<file path="src/rtl/sound_mixer.sv">
// Sample-playback mixer: walks the active channels once per 256-CLK period, fetches, scales and sums one sample each.
// Latency: soundData updates 3 + sum(per-channel cost) CLK after the period tick; active channel 4 CLK + ROM waits, idle channel 2 CLK.
// Backpressure: ROM req/ack stalls FETCH indefinitely; a tick that lands mid-mix is dropped and flagged on overrun.
//
// Ports: CLK/XRST (async active-low) | trig, loop, ch_base, ch_len, ch_vol: per-channel packed controls
//        rom_req/rom_addr/rom_ack/rom_data: shared sample ROM handshake | soundData: mixed output word
//        ch_active: channels playing | overrun: one-CLK pulse on a dropped tick
// Build option: define SOUND_MIXER_SAT_EN to clamp the mix to 16-bit signed range instead of wrapping.
module sound_mixer #(
    parameter int NCH    = 4,
    parameter int ADDR_W = 16
) (
    input  logic                  CLK,
    input  logic                  XRST,
    input  logic [NCH-1:0]        trig,
    input  logic [NCH-1:0]        loop,
    input  logic [NCH*ADDR_W-1:0] ch_base,
    input  logic [NCH*ADDR_W-1:0] ch_len,
    input  logic [NCH*4-1:0]      ch_vol,
    output logic                  rom_req,
    output logic [ADDR_W-1:0]     rom_addr,
    input  logic                  rom_ack,
    input  logic [7:0]            rom_data,
    output logic [15:0]           soundData,
    output logic [NCH-1:0]        ch_active,
    output logic                  overrun
);

    localparam logic [2:0] S_IDLE   = 3'd0;
    localparam logic [2:0] S_INIT   = 3'd1;
    localparam logic [2:0] S_SCAN   = 3'd2;
    localparam logic [2:0] S_FETCH  = 3'd3;
    localparam logic [2:0] S_ACCUM  = 3'd4;
    localparam logic [2:0] S_NEXT   = 3'd5;
    localparam logic [2:0] S_OUTPUT = 3'd6;

    localparam int              CH_W    = (NCH > 1) ? $clog2(NCH) : 1;
    localparam logic [CH_W-1:0] LAST_CH = CH_W'(NCH - 1);

    logic [7:0]              tick_cnt;
    logic                    tick;
    logic                    accept;
    logic [2:0]              state;
    logic [CH_W-1:0]         ch;
    logic [NCH-1:0]          pend;
    logic [ADDR_W-1:0]       offset [NCH];
    logic signed [17:0]      acc;
    logic [7:0]              smp;

    logic [ADDR_W-1:0]       base_sel;
    logic [ADDR_W-1:0]       len_sel;
    logic [ADDR_W-1:0]       off_sel;
    logic [3:0]              vol_sel;
    logic signed [12:0]      prod;
    logic signed [17:0]      scaled;
    logic [15:0]             mix_out;

    assign tick   = (tick_cnt == 8'hFF);
    // Ticks are only honoured between mixes; one landing mid-mix is dropped.
    assign accept = tick && (state == S_IDLE);

    assign base_sel = ch_base[int'(ch)*ADDR_W +: ADDR_W];
    assign len_sel  = ch_len[int'(ch)*ADDR_W +: ADDR_W];
    assign vol_sel  = ch_vol[int'(ch)*4 +: 4];
    assign off_sel  = offset[ch];

    // Signed sample times unsigned volume (zero-extended so it stays positive), then x16.
    assign prod   = $signed(smp) * $signed({1'b0, vol_sel});
    assign scaled = {prod[12], prod, 4'b0000};

    always_comb begin
        mix_out = acc[15:0];
`ifdef SOUND_MIXER_SAT_EN
        if (acc > 18'sd32767) begin
            mix_out = 16'h7FFF;
        end else if (acc < -18'sd32768) begin
            mix_out = 16'h8000;
        end
`endif
    end

    always_ff @(posedge CLK or negedge XRST) begin
        if (!XRST) begin
            tick_cnt  <= '0;
            state     <= S_IDLE;
            ch        <= '0;
            pend      <= '0;
            acc       <= '0;
            smp       <= '0;
            rom_req   <= 1'b0;
            rom_addr  <= '0;
            soundData <= '0;
            ch_active <= '0;
            overrun   <= 1'b0;
            for (int i = 0; i < NCH; i++) begin
                offset[i] <= '0;
            end
        end else begin
            tick_cnt <= tick_cnt + 8'd1;
            overrun  <= tick && (state != S_IDLE);

            // Pending triggers are consumed only by an accepted tick; zero-length
            // requests are swallowed without touching the channel.
            if (accept) begin
                for (int i = 0; i < NCH; i++) begin
                    if (pend[i] && (ch_len[i*ADDR_W +: ADDR_W] != '0)) begin
                        offset[i]    <= '0;
                        ch_active[i] <= 1'b1;
                    end
                end
                pend <= trig;
            end else begin
                pend <= pend | trig;
            end

            case (state)
                S_IDLE: begin
                    if (tick) begin
                        state <= S_INIT;
                    end
                end
                S_INIT: begin
                    acc   <= '0;
                    ch    <= '0;
                    state <= S_SCAN;
                end
                S_SCAN: begin
                    if (ch_active[ch]) begin
                        rom_req  <= 1'b1;
                        rom_addr <= base_sel + off_sel;
                        state    <= S_FETCH;
                    end else begin
                        state <= S_NEXT;
                    end
                end
                S_FETCH: begin
                    if (rom_ack) begin
                        smp     <= rom_data;
                        rom_req <= 1'b0;
                        state   <= S_ACCUM;
                    end
                end
                S_ACCUM: begin
                    acc <= acc + scaled;
                    if (off_sel == len_sel - ADDR_W'(1)) begin
                        offset[ch] <= '0;
                        if (!loop[ch]) begin
                            ch_active[ch] <= 1'b0;
                        end
                    end else begin
                        offset[ch] <= off_sel + ADDR_W'(1);
                    end
                    state <= S_NEXT;
                end
                S_NEXT: begin
                    if (ch == LAST_CH) begin
                        state <= S_OUTPUT;
                    end else begin
                        ch    <= ch + CH_W'(1);
                        state <= S_SCAN;
                    end
                end
                S_OUTPUT: begin
                    soundData <= mix_out;
                    state     <= S_IDLE;
                end
                default: state <= S_IDLE;
            endcase
        end
    end

endmodule

</file>
<file path="config.mk">
export PLATFORM = sky130hd
export DESIGN_NAME = sound_mixer
export DESIGN_NICKNAME = d
export VERILOG_FILES = /design/src/rtl/sound_mixer.sv
export SDC_FILE = /design/constraint.sdc
export NUM_CORES = 1
export LEC_CHECK = 0
export BUFFER_PORTS_ARGS = -buffer_cell sky130_fd_sc_hd__buf_2
export CAP_MARGIN = 20
export CORE_ASPECT_RATIO = 1.1
export CORE_MARGIN = 10
export CORE_UTILIZATION = 28
export DETAILED_ROUTE_END_ITERATION = 12
export SLEW_MARGIN = 20
export SYNTH_ARGS = -nofsm -noshare
export SYNTH_HDL_FRONTEND = slang
export SYNTH_SLANG_ARGS = --single-unit
</file>
<file path="constraint.sdc">
create_clock -name CLK -period 6.9 [get_ports CLK]
set_clock_uncertainty 0.1 [all_clocks]
set_input_delay 1.035 -clock CLK [delete_from_list [all_inputs] [get_ports CLK]]
set_output_delay 1.035 -clock CLK [all_outputs]
set_load 0.01 [all_outputs]
</file>
* Word level (Yosys, flattened, before mapping)
Cells that the tools add are included.
** Word-level totals
- Register bits after elaboration :: 145
- Word-level logic and storage cells :: 109
- Output and inout port bits :: 38
- Bits of input ports :: 163
** Cells by class
- Add/sub/neg operators :: 6
- $lt $le $gt $ge :: 4
- Equal/unequal tests :: 13
- Multiply operators :: 1
- Multiplexer cells :: 39
- Reduce and logical (&&, ||, !) cells :: 22
- Bitwise operators :: 6
- Shift operators :: 3
** Operator list (number)
- $mux 64 :: 3
- $shiftx 64x7->16 :: 2
- $mux 16 :: 7
- $and 64x64->64 :: 1
- $bwmux 64 :: 1
- $not 64->64 :: 1
- $reduce_bool 16->1 :: 4
- $pmux 18 s2 :: 1
- $bmux 16 s2 :: 1
- $demux 16 s2 :: 1
- $mux 4 :: 5
- $add 18x17->18 :: 1
- $pmux 3 s6 :: 1
- $add 16x1->16 const B :: 1
- $add 16x16->16 :: 1
- $eq 16x16->1 :: 1
- $shiftx 16x5->4 :: 1
- $sub 16x1->16 const B :: 1
- $mul 8x5->13 :: 1
- $mux 3 :: 4
- $eq 3x3->1 const B :: 3
- $mux 1 :: 9
- $add 8x1->8 const B :: 1
- $eq 8x8->1 const B :: 1
- other kinds (24) :: 41

* Depth between registers and ports, before layout
Gate-level depths: netlist (run 1).
- Word-level depth :: 9
- Depth in mapped cells :: 25

* Least setup slack after synthesis (run 1)
No wires, ideal clock.
- Path type :: flip-flop to flip-flop
- From :: register ch[0]
- To :: register acc[15]
- Required time :: 6.671 ns
- Clock period less this slack :: 6.518 ns
- Arrival :: 6.289 ns
- Stages on the path, launching flop included :: 26
- Slack :: 0.382 ns
- Library setup time :: 0.129 ns
- Buffers on the path :: 5
- Path through :: dfrtp_1 buf_6 buf_2 buf_2 buf_4 buf_1 mux4_2 and2_1 ha_1 inv_1 fa_1 fa_1 inv_1 ha_1 a21o_1 a21oi_1 o21bai_1 a21oi_1 xnor2_1 ha_1 a21o_1 nor3_1 a21oi_1 a31oi_1 xnor2_1 o21ai_0
** Between the ends
- Word-level cells in the longest chain between the ends :: 4
** RTL lines
- start, declared :: line 44 : logic [CH_W-1:0] ch;
- start signal, assigned :: line 159 : ch <= ch + CH_W'(1);
- $shiftx 16x5->4 :: line 64 : assign vol_sel = ch_vol[int'(ch)*4 +: 4];
- $mul 8x5->13 :: line 68 : assign prod = $signed(smp) * $signed({1'b0, vol_sel});
- $add 18x17->18 :: line 144 : acc <= acc + scaled;
- $pmux 18 s2 :: line 116 : case (state)
- end signal, assigned :: line 144
- end, declared :: line 47 : logic signed [17:0] acc;
No other way between the ends.
A chain may end at the register's enable or synchronous reset.

* Final worst setup path (run 1)
- From :: input ch_vol[2]
- To :: register acc[15]
** Between the ends
- Word-level cells in the longest chain between the ends :: 4
** RTL lines
- start, declared :: line 19 : input logic [NCH*4-1:0] ch_vol,
- $shiftx 16x5->4 :: line 64
- $mul 8x5->13 :: line 68
- $add 18x17->18 :: line 144
- $pmux 18 s2 :: line 116
No other way between the ends.

==> results.ini, run 1 <==
[worst_hold_path]
hold_path.class=flop to flop
hold_end=soundData[5]
worstHoldPathCells=2
worstHoldStart=soundData[5]

[placement]
post-place-ws_ns=0.904
finalWeightedCongestion=0.871
placed_area_sq_um=11200
dpl.hpwl_microns=23900
port_buffers=196

[global_route]
grt_pass1_vias=8504
met3_usage=0.0267
grtUsageMet2=0.242
grt_overflow=0
grt_max_degree=79
antenna_found_initial=2
grtUsageMet1=0.177
grt_pass1_wl_microns=47600
grt-busiest-layer=met2
grt_util_all_layers=0.141

[synth]
synth_area_sq_um=9700
synth_area_leader_cell=dfrtp_1
yosysUniqueCellTypes=64
synth-main-ff-cell=dfrtp_1
yosysWarningCount=0
yosysSeqAreaShare=0.348
synth_top_area_share=0.348
post_synth.cell_area_avg_sq_um=10.2
ys_ff_latch=135
synth_edf_count=0
synth.area.top_cells=dfrtp_1 (35%), mux4_2 (11%), ha_1 (7.1%)
async_flop_share=1.00
synthCells=953

[clock_network]
clockBufferDepth=2
path_clk_slew_ns=0.06
cts-resized-gates=0
cts_tree=yes
cts.htree.levels=4
cts_buffers=17
clock_latency_ns=0.42
post_cts_buffers=0
root_buffer=clkbuf_16
holdBufCountCts=0
clkSinkCount=135

[power]
ir_drop_mv=0.217
p_int_mw=2.86
power.leakage_nw=5.34
switching_power_mw=2.26
p_comb_frac=0.624
clockPowerShare=0.168
swShare=0.441
p_per_area_nw_per_um2=435
power_frac_seq=0.208

[worst_setup_path]
worst-r2r-setup-slack_ns=1.50
path_max_fanout=8
slowest_delay_ns=0.55
worst_ep_arrival_time_ns=5.75
cp-end-kind=flop
r2r-start=ch[0]
path_cells=buf_2, mux4_2, and2_1, ha_1, inv_1, fa_1, fa_1, inv_1, ha_1, a21o_1, a21oi_1, o21bai_1, a21oi_1, xnor2_1, ha_1, a21o_1, nor3_1, a21oi_1, a31oi_1, xnor2_1, o21ai_0
crit_required_ns=7.09
critPathSlowestCell=fa_1
critPathTopFamily=adder cells
crit_type=primary input to flop
worst-path-buf-inv=3
worstReg2RegEnd=acc[15]
reg2reg_depth=18
start_kind=primary input

[timing]
min_period_over_period=0.805
fmax_mhz=180
hold_viol=0
finalWorstSetupSlack_ns=1.34
period_minus_slack_ns=5.56
drv_slew=0
rsz0062_at_grt=no
finalSetupTns_ns=0
tightestPinTransition_ns=0.957
slew_headroom=0.353
setup_viol=0

[floorplan]
core_sq_um=34200
die_x_microns=198
floorplan.die_area_sq_um=42500
dieHeight_microns=215
rows=71
ioPinCount=201
start_util=0.284

[finish]
nets=1386
mostFrequentLayoutCell=buf_2
area_growth_pct=21.2
final_cell_mix=buf_2 (195), dfrtp_1 (133), nand2_1 (130)
drive_gt1_frac=0.287
final_area_sq_um=11800

[route]
antenna_left=0
drc=0
via_per_inst=5.05
drt-pass1-iter-count=5
vias=8083
wire_per_inst_microns=18.8
initialDrtViolationCount=374
totalWireLength_microns=30200

[run_status]
outcome=complete, no violations

[flow_run]
cap_violations=0

layout make-up:
type / count / area, sq um
Antenna cell: 1 / 2.50
Clock buffer: 22 / 454
Clock inverter: 10 / 98.8
Fill cell: 3477 / 22400
Inverter: 54 / 203
Multi-Input combinational cell: 734 / 5970
Sequential cell: 135 / 3380
Tap cell: 438 / 548
Timing Repair Buffer: 208 / 1100
worst max path at each step:
stage / start / endpoint / slack [ns] / cells past startpoint
2_1_floorplan: ch[0] / acc[15] / 0.38 / 25
3_3_place_gp: ch_vol[2] / acc[15] / 1.01 / 21
3_5_place_dp: ch_vol[2] / acc[15] / 0.90 / 21
4_1_cts: ch_vol[2] / acc[15] / 1.35 / 21
5_1_grt: ch_vol[2] / acc[15] / 0.99 / 21
6_report: ch_vol[2] / acc[15] / 1.34 / 21
cell usage after synthesis, drive strengths merged, types with 3 or more instances:
| cell type | n |
|---|---|
| o31ai | 4 |
| a22oi | 7 |
| xor2 | 26 |
| fa | 18 |
| a21boi | 5 |
| or3 | 4 |
| or4 | 3 |
| mux2 | 21 |
| o2111ai | 3 |
| a211oi | 4 |
| dfrtp | 135 |
| and3 | 12 |
| clkbuf | 16 |
| nor3 | 12 |
| mux4 | 53 |
| nor2b | 3 |
| buf | 17 |
| nand4 | 14 |
| a31oi | 4 |
| a21o | 18 |
| o21ai | 105 |
| nor4 | 20 |
| mux2i | 3 |
| o31a | 3 |
| inv | 54 |
| a21oi | 28 |
| nor2 | 42 |
| nand3 | 17 |
| ha | 55 |
| and2 | 31 |
| xnor2 | 40 |
| nand2b | 7 |
| nand2 | 139 |
metal layers:
layer / vias up / part of all wire / wire, microns
met3: 28 / 0.043 / 1310
met5: - / 0.00040 / 12
met1: 3979 / 0.44 / 13200
met4: 2 / 0.014 / 415
li1: 3837 / - / -
met2: 237 / 0.51 / 15300
cells by family after synthesis:
logic type	Yosys count	synth area share
AO/OA/AOI/OAI	199	0.128
multiplexers	77	0.152
flip-flops	135	0.348
buffers and inverters	87	0.0378
XOR/XNOR	66	0.0596
AND/OR/NAND/NOR	315	0.166
other	1	0.000386
adder cells (fa/ha/maj)	73	0.108
registers in the layout, indices dropped and copies added (netlist names):
signal     count
state          3
ch             2
soundData     12
acc           12
offset        64
overrun        1
ch_active      4
pend           4
tick_cnt       8
rom_addr      16
rom_req        1
smp            8
power groups by stage:
stage / Clock, mW / Combinational (mW) / Sequential (mW)
CTS: 0.879 / 3.23 / 1.06
detailed placement: 0 / 3.21 / 1.08
floorplan: 0 / 2.51 / 1.03
finish: 0.860 / 3.19 / 1.06
global route: 0.913 / 3.59 / 1.08
global placement: 0 / 3.15 / 1.07
worst reg2reg max path, cell delays in order (launching register included):
cell      delay (ns)
dfrtp_4         0.45
buf_4           0.41
mux4_2          0.67
and2_1          0.21
ha_1            0.32
fa_1            0.54
fa_1            0.47
a21o_1          0.19
a21oi_1         0.21
o21bai_1        0.09
a21oi_1         0.22
xnor2_1         0.17
ha_1            0.28
a21o_1          0.21
nor3_1          0.16
a21oi_1         0.15
a31oi_1         0.22
xnor2_1         0.13
o21ai_0         0.08
through the flow:
step                hold slack [ns]  cells  total power [mW]  utilization
floorplan                     0.341    956              3.53            -
global placement              0.357   1568              4.22        0.327
detailed placement            0.363   1568              4.29        0.327
CTS                           0.375   1600              5.18        0.343
global route                  0.392   1602              5.59        0.344
finish                        0.372   1602              5.11        0.344
Power figures use the tool's default switching activity.
==> inputs of run 2 (changes only) <==
==> constraint.sdc (replaced) <==
create_clock -name CLK -period 4.9 [get_ports CLK]
set_clock_uncertainty 0.1 [all_clocks]
set_input_delay 0.735 -clock CLK [delete_from_list [all_inputs] [get_ports CLK]]
set_output_delay 0.735 -clock CLK [all_outputs]
set_load 0.01 [all_outputs]
==> results.ini, run 2 (same netlist as run 1, synthesis figures left out) <==
[clock_network]
cts_buffers=17
root_buffer=clkbuf_16
clkSinkCount=135
clockBufferDepth=2
cts_tree=yes
cts.htree.levels=4
holdBufCountCts=0
clock_latency_ns=0.43
path_clk_slew_ns=0.07

[placement]
placed_area_sq_um=11500
finalWeightedCongestion=0.863
dp_cells=1599
dpl.hpwl_microns=23700
port_buffers=196

[timing]
period_minus_slack_ns=4.88
tightestPinTransition_ns=0.975
finalSetupTns_ns=0
setup_viol=0
fmax_mhz=205
min_period_over_period=0.997
whs_ns=0.324
drv_slew=0
slew_headroom=0.350
hold_viol=0
rsz0062_at_grt=yes

[worst_setup_path]
cp-end-kind=flop
crit_required_ns=5.10
path_max_fanout=6
crit_type=flop to flop
worst_ep_arrival_time_ns=5.09
start_kind=flop

[route]
via_per_inst=4.98
drc=0
initialDrtViolationCount=464
antenna_left=0
vias=8147
totalWireLength_microns=30100
wire_per_inst_microns=18.4
drt-pass1-iter-count=5

[floorplan]
die_x_microns=198
rows=71
floorplan.die_area_sq_um=42500
core_sq_um=34200
ioPinCount=201
dieHeight_microns=215
start_util=0.284

[finish]
top_regs=offset: 64 flops, rom_addr: 16 flops
nets=1420
final_area_sq_um=12200
drive_gt1_frac=0.327
area_growth_pct=25.5
largest_reg_flops=64
final_cell_mix=buf_2 (195), dfrtp_1 (133), nand2_1 (130)
regMostFlops=offset
fillCellCount=3428
multiInputGateArea_sq_um=6070
regArea_sq_um=3380
finalNonFillerCells=1637
mostFrequentLayoutCell=buf_2
final_util=0.356

[global_route]
antenna_found_initial=3
grt_pass1_vias=8585
grt_max_degree=104
grt_pass1_wl_microns=47200
grt_util_all_layers=0.140
grt_overflow=0

[power]
power.leakage_nw=5.56
ir_drop_mv=0.432
p_per_area_nw_per_um2=686

[flow_run]
cap_violations=0

[worst_hold_path]
hold_path.class=primary input to asynchronous set/reset pin

[run_status]
outcome=complete, no violations

[run 2: cell count changes in the layout (fill, tap and decap cells not counted), moves of 4 or more]
cell      delta
a21oi_1      -5
a21oi_2      +5
buf_4       +34
clkbuf_1     -4
ha_1         -4
ha_4         +4
inv_6        +4
inv_8        +6
o21ai_0      -4
o21ai_1      +4
[run 2: layout make-up]
cell class | count | area share
clock inverter | 15 | 0.0161
inverter | 54 | 0.0166
antenna | 2 | 0.000411
sequential | 135 | 0.278
clock buffer | 17 | 0.0349
tap | 438 | 0.0450
timing repair buffer | 242 | 0.110
multi-input combinational | 734 | 0.499
[run 2: per-layer routing]
layer,track usage,vias up,routed length [microns]
met5,0,-,20
met4,0.0357,2,420
met3,0.0345,33,1500
met2,0.236,222,14800
met1,0.174,3982,13300
li1,-,3908,-
[run 2: critical path: stages, from the launching register on]
cell      delay (ns)
dfrtp_4         0.47
mux4_2          0.59
and2_1          0.20
ha_1            0.29
ha_1            0.29
fa_1            0.51
ha_1            0.32
a21o_1          0.20
a211oi_1        0.30
nor2_2          0.09
nor4_2          0.20
nor3_1          0.11
xor2_1          0.16
ha_1            0.36
a21o_1          0.17
a31oi_1         0.18
xor2_1          0.16
o21ai_0         0.08
[run 2: path summary, 6_finish.rpt]
kind | from | endpoint | slack [ns] | cells after the start
worst max register to register | ch[0] | acc[14] | 0.02 | 17
min in group CLK | rom_req | rom_req | 0.37 | 2
max in group asynchronous | XRST | rom_addr[13] | 3.34 | 2
worst max-delay path | ch[0] | acc[14] | 0.02 | 17
worst min-delay path | XRST | rom_addr[3] | 0.32 | 1
worst min register to register | rom_req | rom_req | 0.37 | 2
[run 2: timing repair]
item | in CTS | in global routing
setup buffers | 2 | 2
pin swaps | 11 | 8
gates resized for setup | 6 | 4
setup endpoints to repair | 3 | 4
[run 2: report_power, final]
part	internal (mW)	switching [mW]	total, mW
Sequential	1.30	0.208	1.51
Combinational	2.69	2.79	5.48
Clock	0.784	0.582	1.37
Total	4.78	3.58	8.36
[run 2: through the flow]
stage                     setup slack [ns]  power, mW
after floorplan                     -0.473       5.22
after global placement              -0.323       6.63
after detailed placement            -0.351       6.70
after CTS                           0.0121       8.30
after global routing                -0.185       9.06
final                               0.0151       8.36
